File: src/rtl/sram_arb_pkg.sv
// Shared types for sram_like_arbiter: FSM states, grant owner, access sizes.
package sram_arb_pkg;

  typedef enum logic [1:0] {
    IDLE = 2'd0,
    REQ  = 2'd1,
    RESP = 2'd2
  } state_e;

  typedef enum logic {
    INST = 1'b0,
    DATA = 1'b1
  } grant_e;

  localparam logic [1:0] SIZE_B = 2'd0;
  localparam logic [1:0] SIZE_H = 2'd1;
  localparam logic [1:0] SIZE_W = 2'd2;

endpackage

File: src/rtl/sram_like_arbiter_if.sv
// One sram-like channel: request fields from master, handshakes and read data from slave.
interface sram_like_arbiter_if #(
  parameter int unsigned ADDR_W = 32,
  parameter int unsigned DATA_W = 32
);
  logic              req;
  logic              wr;
  logic [1:0]        size;
  logic [3:0]        wstrb;
  logic [ADDR_W-1:0] addr;
  logic [DATA_W-1:0] wdata;
  logic              addr_ok;
  logic              data_ok;
  logic [DATA_W-1:0] rdata;

  modport master (
    output req, wr, size, wstrb, addr, wdata,
    input  addr_ok, data_ok, rdata
  );

  modport slave (
    input  req, wr, size, wstrb, addr, wdata,
    output addr_ok, data_ok, rdata
  );
endinterface

File: src/rtl/sram_like_arbiter_pick.sv
// Winner selection between inst and data requests.
// SRAM_ARB_ROUND_ROBIN_EN: ties alternate using last_grant; otherwise DATA wins ties.
module sram_arb_pick
  import sram_arb_pkg::*;
(
  input  logic   inst_req,
  input  logic   data_req,
`ifdef SRAM_ARB_ROUND_ROBIN_EN
  input  grant_e last_grant,
`endif
  output logic   valid,
  output grant_e winner
);

  always_comb begin
    valid  = inst_req | data_req;
    winner = DATA;
    if (inst_req && data_req) begin
`ifdef SRAM_ARB_ROUND_ROBIN_EN
      winner = (last_grant == DATA) ? INST : DATA;
`else
      winner = DATA;
`endif
    end else if (inst_req) begin
      winner = INST;
    end
  end

endmodule

File: src/rtl/sram_like_arbiter.sv
// Two-master (inst/data) to one-slave sram-like arbiter, one outstanding transaction.
// Tie policy selected by SRAM_ARB_ROUND_ROBIN_EN (default: fixed DATA priority).
module sram_like_arbiter
  import sram_arb_pkg::*;
#(
  parameter int unsigned ADDR_W = 32,
  parameter int unsigned DATA_W = 32
) (
  input  logic                clk,
  input  logic                resetn,
  sram_like_arbiter_if.slave  inst,
  sram_like_arbiter_if.slave  data,
  sram_like_arbiter_if.master mem
);

  state_e            state_q, state_d;
  grant_e            grant_q;
  grant_e            win;
  logic              win_valid;
  logic              accept;
  logic              resp;

  logic              wr_q;
  logic [1:0]        size_q;
  logic [3:0]        wstrb_q;
  logic [ADDR_W-1:0] addr_q;
  logic [DATA_W-1:0] wdata_q;

`ifdef SRAM_ARB_ROUND_ROBIN_EN
  grant_e            last_grant_q;

  always_ff @(posedge clk or negedge resetn) begin
    if (!resetn) begin
      last_grant_q <= DATA;
    end else if (accept) begin
      last_grant_q <= win;
    end
  end

  sram_arb_pick u_pick (
    .inst_req   (inst.req),
    .data_req   (data.req),
    .last_grant (last_grant_q),
    .valid      (win_valid),
    .winner     (win)
  );
`else
  sram_arb_pick u_pick (
    .inst_req (inst.req),
    .data_req (data.req),
    .valid    (win_valid),
    .winner   (win)
  );
`endif

  always_ff @(posedge clk or negedge resetn) begin
    if (!resetn) begin
      state_q <= IDLE;
    end else begin
      state_q <= state_d;
    end
  end

  // resetn gates acceptance so addr_ok is low throughout reset even with a request held.
  always_comb begin
    state_d = state_q;
    accept  = 1'b0;
    resp    = 1'b0;
    case (state_q)
      IDLE: begin
        if (win_valid && resetn) begin
          accept  = 1'b1;
          state_d = REQ;
        end
      end
      REQ: begin
        if (mem.addr_ok) state_d = RESP;
      end
      RESP: begin
        if (mem.data_ok) begin
          resp    = 1'b1;
          state_d = IDLE;
        end
      end
      default: state_d = IDLE;
    endcase
  end

  always_ff @(posedge clk or negedge resetn) begin
    if (!resetn) begin
      grant_q <= DATA;
      wr_q    <= 1'b0;
      size_q  <= '0;
      wstrb_q <= '0;
      addr_q  <= '0;
      wdata_q <= '0;
    end else if (accept) begin
      grant_q <= win;
      if (win == INST) begin
        wr_q    <= inst.wr;
        size_q  <= inst.size;
        wstrb_q <= inst.wstrb;
        addr_q  <= inst.addr;
        wdata_q <= inst.wdata;
      end else begin
        wr_q    <= data.wr;
        size_q  <= data.size;
        wstrb_q <= data.wstrb;
        addr_q  <= data.addr;
        wdata_q <= data.wdata;
      end
    end
  end

  assign inst.addr_ok = accept && (win == INST);
  assign data.addr_ok = accept && (win == DATA);
  assign inst.data_ok = resp && (grant_q == INST);
  assign data.data_ok = resp && (grant_q == DATA);
  assign inst.rdata   = (resp && (grant_q == INST)) ? mem.rdata : '0;
  assign data.rdata   = (resp && (grant_q == DATA)) ? mem.rdata : '0;

  assign mem.req   = (state_q == REQ);
  assign mem.wr    = wr_q;
  assign mem.size  = size_q;
  assign mem.wstrb = wstrb_q;
  assign mem.addr  = addr_q;
  assign mem.wdata = wdata_q;

endmodule

File: src/flat_wrapper.sv
// flat-port wrapper written by rule: the top's interface ports become plain ports
module sram_like_arbiter_flat import sram_arb_pkg::*;
#(
  parameter int unsigned ADDR_W = 32,
  parameter int unsigned DATA_W = 32
)
  (clk, resetn, inst_req, inst_wr, inst_size, inst_wstrb, inst_addr, inst_wdata, inst_addr_ok, inst_data_ok, inst_rdata, data_req, data_wr, data_size, data_wstrb, data_addr, data_wdata, data_addr_ok, data_data_ok, data_rdata, mem_req, mem_wr, mem_size, mem_wstrb, mem_addr, mem_wdata, mem_addr_ok, mem_data_ok, mem_rdata);
  sram_like_arbiter_if #(.ADDR_W(ADDR_W), .DATA_W(DATA_W)) inst_i ();
  sram_like_arbiter_if #(.ADDR_W(ADDR_W), .DATA_W(DATA_W)) data_i ();
  sram_like_arbiter_if #(.ADDR_W(ADDR_W), .DATA_W(DATA_W)) mem_i ();
  input  logic clk;
  input  logic resetn;
  input wire logic [$bits(inst_i.req)-1:0] inst_req;
  input wire logic [$bits(inst_i.wr)-1:0] inst_wr;
  input wire logic [$bits(inst_i.size)-1:0] inst_size;
  input wire logic [$bits(inst_i.wstrb)-1:0] inst_wstrb;
  input wire logic [$bits(inst_i.addr)-1:0] inst_addr;
  input wire logic [$bits(inst_i.wdata)-1:0] inst_wdata;
  output wire logic [$bits(inst_i.addr_ok)-1:0] inst_addr_ok;
  output wire logic [$bits(inst_i.data_ok)-1:0] inst_data_ok;
  output wire logic [$bits(inst_i.rdata)-1:0] inst_rdata;
  input wire logic [$bits(data_i.req)-1:0] data_req;
  input wire logic [$bits(data_i.wr)-1:0] data_wr;
  input wire logic [$bits(data_i.size)-1:0] data_size;
  input wire logic [$bits(data_i.wstrb)-1:0] data_wstrb;
  input wire logic [$bits(data_i.addr)-1:0] data_addr;
  input wire logic [$bits(data_i.wdata)-1:0] data_wdata;
  output wire logic [$bits(data_i.addr_ok)-1:0] data_addr_ok;
  output wire logic [$bits(data_i.data_ok)-1:0] data_data_ok;
  output wire logic [$bits(data_i.rdata)-1:0] data_rdata;
  output wire logic [$bits(mem_i.req)-1:0] mem_req;
  output wire logic [$bits(mem_i.wr)-1:0] mem_wr;
  output wire logic [$bits(mem_i.size)-1:0] mem_size;
  output wire logic [$bits(mem_i.wstrb)-1:0] mem_wstrb;
  output wire logic [$bits(mem_i.addr)-1:0] mem_addr;
  output wire logic [$bits(mem_i.wdata)-1:0] mem_wdata;
  input wire logic [$bits(mem_i.addr_ok)-1:0] mem_addr_ok;
  input wire logic [$bits(mem_i.data_ok)-1:0] mem_data_ok;
  input wire logic [$bits(mem_i.rdata)-1:0] mem_rdata;
  assign inst_i.req = inst_req;
  assign inst_i.wr = inst_wr;
  assign inst_i.size = inst_size;
  assign inst_i.wstrb = inst_wstrb;
  assign inst_i.addr = inst_addr;
  assign inst_i.wdata = inst_wdata;
  assign inst_addr_ok = inst_i.addr_ok;
  assign inst_data_ok = inst_i.data_ok;
  assign inst_rdata = inst_i.rdata;
  assign data_i.req = data_req;
  assign data_i.wr = data_wr;
  assign data_i.size = data_size;
  assign data_i.wstrb = data_wstrb;
  assign data_i.addr = data_addr;
  assign data_i.wdata = data_wdata;
  assign data_addr_ok = data_i.addr_ok;
  assign data_data_ok = data_i.data_ok;
  assign data_rdata = data_i.rdata;
  assign mem_req = mem_i.req;
  assign mem_wr = mem_i.wr;
  assign mem_size = mem_i.size;
  assign mem_wstrb = mem_i.wstrb;
  assign mem_addr = mem_i.addr;
  assign mem_wdata = mem_i.wdata;
  assign mem_i.addr_ok = mem_addr_ok;
  assign mem_i.data_ok = mem_data_ok;
  assign mem_i.rdata = mem_rdata;
  sram_like_arbiter #(.ADDR_W(ADDR_W), .DATA_W(DATA_W)) u_core (.clk(clk), .resetn(resetn), .inst(inst_i), .data(data_i), .mem(mem_i));
endmodule
File: config.mk
export PLATFORM = sky130hd
export DESIGN_NAME = sram_like_arbiter_flat
export DESIGN_NICKNAME = d
export VERILOG_FILES = /design/src/rtl/sram_arb_pkg.sv /design/src/rtl/sram_like_arbiter_if.sv /design/src/rtl/sram_like_arbiter_pick.sv /design/src/rtl/sram_like_arbiter.sv /design/src/flat_wrapper.sv
export SDC_FILE = /design/constraint.sdc
export NUM_CORES = 1
export LEC_CHECK = 0
export CELL_PAD_IN_SITES_DETAIL_PLACEMENT = 1
export CELL_PAD_IN_SITES_GLOBAL_PLACEMENT = 2
export CORE_MARGIN = 2
export CORE_UTILIZATION = 21
export DETAILED_ROUTE_END_ITERATION = 12
export PLACE_DENSITY_LB_ADDON = 0.1
export SLEW_MARGIN = 10
export SYNTH_ARGS = -nofsm -noshare
export SYNTH_HDL_FRONTEND = slang
export SYNTH_SLANG_ARGS = --single-unit
File: constraint.sdc
create_clock -name clk -period 2 [get_ports clk]
set_input_delay 0.3 -clock clk [delete_from_list [all_inputs] [get_ports clk]]
set_output_delay 0.3 -clock clk [all_outputs]
set_load 0.02 [all_outputs]
==> results.cfg, run 1 <==
[finish]
final_area_mm2 = 0.008359
final_nets = 829
area_growth_pct = 81.50
drive_gt1_share_pct = 40.37
final_util_pct = 38.54
fillers = 2323

[timing]
worst_hold_slack_ps = -5.926
finalHoldViolations = 11
finalCritPeriodShare_pct = 95.83
finalSetupViolCount = 0
max-slew-margin-rel_pct = 56.22
worst_slack_ps = 83.41
fmax_mhz = 521.8
clock_skew_ps = 7.189
maxSlewViolCount = 0
tightest_slew_ps = 656.7
fin_crit_ps = 1917
rsz0062_at_grt = false

[clocking]
cts.root.buffer_cell = clkbuf_16
cts_made_buffers = 9
htreeDepth = 3
clk_latency_ps = 340
clk_path_buf_depth = 2
cts_sinks = 74
cts_tree = built
path_clk_slew_ps = 60
ctsHoldBuffers = 0

[synth]
yosysTopAreaCell = dfrtp_1
syn_avg_cell_area_um2 = 14.44
synth_cells = 319
synth_area_leaders = dfrtp_1 40%, mux2_4 37%, and2_1 8.8%
synth_cell_type_count = 20
yosys.area.top_type_share_pct = 39.66
ys_seq_area_share_pct = 40.23
syn-num-nets = 499
ys_seq_elements = 74
synth_area_mm2 = 0.004606
yosys_warnings = 0

[die]
core_mm2 = 0.02169
num_io_pins = 320
rows = 54
initial_utilization_pct = 21.24
die_area_mm2 = 0.02313
die_x_um = 152.1
die_y_um = 152.1

[worst_setup_path]
regToRegStartpoint = u_core.state_q[1]$_DFFE_PN0P_
path_max_fanout = 6
worstPathCellList = clkdlybuf4s50_1, buf_4, o211a_4, buf_12, and2_1, buf_4
start_kind = primary input
slowest_stage = clkdlybuf4s50_1
r2r_end = u_core.mem.wdata[4]$_DFFE_PN0N_
cp-end-kind = output pin
crit_top_cell = buf_4
arrival_ps = 1620
worst-r2r-cell-count = 5
rrSetupSlack_ps = 370
cp-startpoint = data_req
required_ps = 1700
critPathKind = in -> out
critPathMaxStageDelay_ps = 460

[placed_design]
post-dp-hpwl_um = 13220
globalplace.congestion = 0.7817
placed_area_mm2 = 0.008154
portBuffers = 319
post-place-ws_ps = -398.1

[detailed_routing]
initialDrtViolationCount = 123
wl_per_cell_um = 17.98
avgViaCountPerCell = 4.082
drt_pass1_iterations = 4
drc_errors = 0
drt_wl_total_um = 16810
ant_nets = 0
vias = 3817

[outcome]
outcome = complete, but fails checks
violations = negative hold slack

[global_route]
grt-ovfl-total = 0
grt_pass1_vias = 4370
antenna_found_initial = 2
grt_pass1_wl_um = 26120
grt_max_degree = 51
grt_use_total_pct = 14.59

[pwr]
power.density_mw_per_mm2 = 1169
finalPower_mw = 9.771
ir_worst_vdd_mv = 0.3907
leakagePower_nw = 3.752

[job]
max_cap_violations = 0

[worst_hold_path]
hold_path.class = in -> async
==> repair_timing <==
action | CTS | global route
buffers inserted | 2 | 0
setup endpoints to repair | 65 | 61
gates cloned | 2 | 0
resized for setup | 242 | 76
pin swaps | 1 | 1
==> power breakdown <==
group / switching (mW) / internal (mW)
combinational: 2.27 / 3.04
sequential: 0.437 / 2.27
clock: 0.630 / 1.13
==> synth_stat cells (all sizes together) <==
cell / instances
and2: 65
buf: 16
clkbuf: 6
dfrtp: 73
dfstp: 1
inv: 2
mux2: 142
mux2i: 1
nand2: 2
nand2b: 2
nor2: 2
nor2b: 1
nor3: 2
o211a: 1
o211ai: 1
o21ai: 2
==> state kept, by name (all words and copies together), names as in the netlist <==
register / count
u_core.mem.wr: 1
u_core.mem.wdata: 32
u_core.mem.size: 2
u_core.mem.addr: 32
u_core.mem.wstrb: 4
u_core.grant_q: 1
u_core.state_q: 2
==> cells by family (layout without fill, tap and decap cells) <==
kind of cell,Yosys count,count (layout),share of synthesized area (%)
flip-flops,74,74,40.23
other,0,1,0
buffers and inverters,24,359,4.999
AO/OA/AOI/OAI,4,4,0.5977
multiplexers,143,143,44.23
AND/OR/NAND/NOR,74,74,9.943
==> final cells by class <==
class	count	area (um2)	share of cell area (%)
Sequential cell	74	1853	22.17
Tap cell	280	350.3	4.191
Clock buffer	12	246.5	2.949
Inverter	2	7.507	0.08981
Clock inverter	4	73.82	0.8831
Antenna cell	1	2.502	0.02994
Multi-Input combinational cell	221	2580	30.86
Timing Repair Buffer	341	3246	38.83
==> per-stage QoR <==
step	instances	setup TNS (ps)
after floorplan	319	0
after global placement	914	-21100
after detailed placement	914	-23310
after CTS	934	0
after global routing	934	0
final	935	0
==> cells in the final DEF (no fill, tap or decap), drive strengths merged, types with 2 or more instances in the layout <==
cell type	Yosys	routed
and2	65	65
buf	16	89
bufinv	0	2
clkbuf	6	14
clkdlybuf4s50	0	248
dfrtp	73	73
inv	2	3
mux2	142	142
nand2	2	2
nand2b	2	2
nor2	2	2
nor3	2	2
o21ai	2	2
==> critical path: cells and delay by family <==
| kind | cells | cell delay (ps) |
|---|---|---|
| buffers and inverters | 4 | 930 |
| AO/OA/AOI/OAI | 1 | 250 |
| AND/OR/NAND/NOR | 1 | 130 |
==> worst max path at each step <==
stage / end / slack (ps) / cells after the start
after CTS: inst_rdata[28] / 0.3 / 6
after global placement: data_rdata[2] / -410 / 6
after global routing: inst_addr_ok / 10 / 6
after detailed placement: data_rdata[2] / -400 / 6
after floorplan: data_rdata[22] / 140 / 4
final: inst_addr_ok / 80 / 6
==> layer usage <==
| metal | share of wire, % | wire length, um | GRT usage, % |
|---|---|---|---|
| met4 | 2.5 | 427 | 5.518 |
| met2 | 48 | 8103 | 24.17 |
| met3 | 9.3 | 1556 | 6.018 |
| met1 | 40 | 6706 | 16.86 |
| met5 | 0.077 | 13 | 0 |
Note: power is estimated with default switching activity, not from simulation.
==> inputs of run 2 (changes only) <==
CORE_UTILIZATION = 23   (was 21)
clock period = 2.4 ns   (was 2 ns; I/O delays follow)
==> results.cfg, run 2 (synthesis results as in run 1) <==
[outcome]
outcome = complete, no violations

[placed_design]
portBuffers = 319
placed_area_mm2 = 0.008073
globalplace.congestion = 0.7822
post-dp-hpwl_um = 12820

[detailed_routing]
avgViaCountPerCell = 4.136
vias = 3751
drt_pass1_iterations = 4
drt_wl_total_um = 16260
initialDrtViolationCount = 83
drc_errors = 0
wl_per_cell_um = 17.92
ant_nets = 0

[global_route]
grt_use_total_pct = 15.38
grt-ovfl-total = 0
grt_pass1_vias = 4204
grt_max_degree = 73
grt_pass1_wl_um = 25170
antenna_found_initial = 1

[finish]
area_growth_pct = 80.28
multiInputGateArea_mm2 = 0.002540
drive_gt1_share_pct = 27.10
final_common_cell = clkdlybuf4s50_1
final_cell_mix = 252 x clkdlybuf4s50_1, 114 x mux2_4, 73 x dfrtp_1, 65 x and2_1, 64 x dlygate4sd2_1
seqCellArea_mm2 = 0.001853
antenna_cells = 0
final_util_pct = 42.52
final_nets = 817
fillers = 2119
final_area_mm2 = 0.008303

[worst_setup_path]
slowest_stage = clkdlybuf4s50_1
cpLargestDelayFamily = buffers and inverters
crit_buf_inv = 2
critPathKind = in -> out
worstPathCellList = clkdlybuf4s50_1, nor2b_4, and2_1, clkdlybuf4s50_1
path_max_fanout = 3
arrival_ps = 1950
critPathMaxStageDelay_ps = 640
crit_top_cell = clkdlybuf4s50_1
required_ps = 2040
start_kind = primary input
cp-end-kind = output pin

[timing]
finalHoldViolations = 0
tns_ps = 0
finalSetupViolCount = 0
tightest_slew_ps = 749.6
fin_crit_ps = 2309
clock_skew_ps = 7.862
maxSlewViolCount = 0
fmax_mhz = 433.1
worst_hold_slack_ps = 11.07
rsz0062_at_grt = false
max-slew-margin-rel_pct = 50.03
finalCritPeriodShare_pct = 96.21

[pwr]
power.density_mw_per_mm2 = 953.4
finalPower_mw = 7.916
ir_worst_vdd_mv = 0.3235
leakagePower_nw = 3.815

[die]
core_mm2 = 0.01953
die_y_um = 145.5
die_area_mm2 = 0.02117
die_x_um = 145.5
initial_utilization_pct = 23.59
rows = 51
num_io_pins = 320

[clocking]
clk_path_buf_depth = 2
cts_made_buffers = 9
clk_latency_ps = 340
cts_setup_buffers = 0
postCtsResizedCells = 65
cts.root.buffer_cell = clkbuf_16
ctsHoldBuffers = 0
cts_tree = built
htreeDepth = 3
path_clk_slew_ps = 70
cts_sinks = 74

[worst_hold_path]
hold_path.class = in -> async

[job]
max_cap_violations = 0
## run 2: metrics by stage
step | worst slack (ps) | cells
2_1_floorplan | 478.5 | 319
3_5_place_dp | -139.6 | 891
3_3_place_gp | -131.3 | 891
6_report | 90.87 | 907
4_1_cts | 32.78 | 907
5_1_grt | 9.065 | 907
## run 2: final cells by class
class	count	share of cell area, %
well taps	265	3.993
flip-flops and latches	74	22.32
repair buffers	329	39.30
multi-input cells	221	30.59
inverters	2	0.09042
clock buffers	9	2.712
clock inverters	7	0.9946
## run 2: final timing paths
path                       slack, ps  cells after the start                                to                      startpoint
hold reg to reg                  510                      1    u_core.mem.addr[3]$_DFFE_PN0N_  u_core.mem.addr[3]$_DFFE_PN0N_
min in group clk                 360                      3     u_core.state_q[0]$_DFFE_PN0P_                          resetn
setup reg to reg                 620                      4  u_core.mem.wdata[28]$_DFFE_PN0N_   u_core.state_q[0]$_DFFE_PN0P_
max in group asynchronous       1360                      3   u_core.mem.addr[20]$_DFFE_PN0N_                          resetn
hold / removal                    10                      2   u_core.mem.wdata[9]$_DFFE_PN0N_                          resetn
setup / recovery                  90                      4                      inst_addr_ok                        inst_req
## run 2: per-layer routing
metal | vias up | global-route usage [%] | routed length [um]
met5 | - | 0 | 13
met4 | 2 | 4.020 | 185
met3 | 13 | 8.088 | 1892
met2 | 182 | 26.35 | 8174
met1 | 1819 | 16.74 | 5991
li1 | 1735 | - | -
## run 2: report_power, final
part | total (mW) | internal (mW) | switching (mW)
combinational | 4.25 | 2.42 | 1.83
clock | 1.41 | 0.824 | 0.586
sequential | 2.25 | 1.89 | 0.363
==> inputs of run 3 (changes only) <==
SLEW_MARGIN = 5   (was 10)
==> results of run 3 <==
No change in the layout: final DEF, timing and power equal those of run 2.
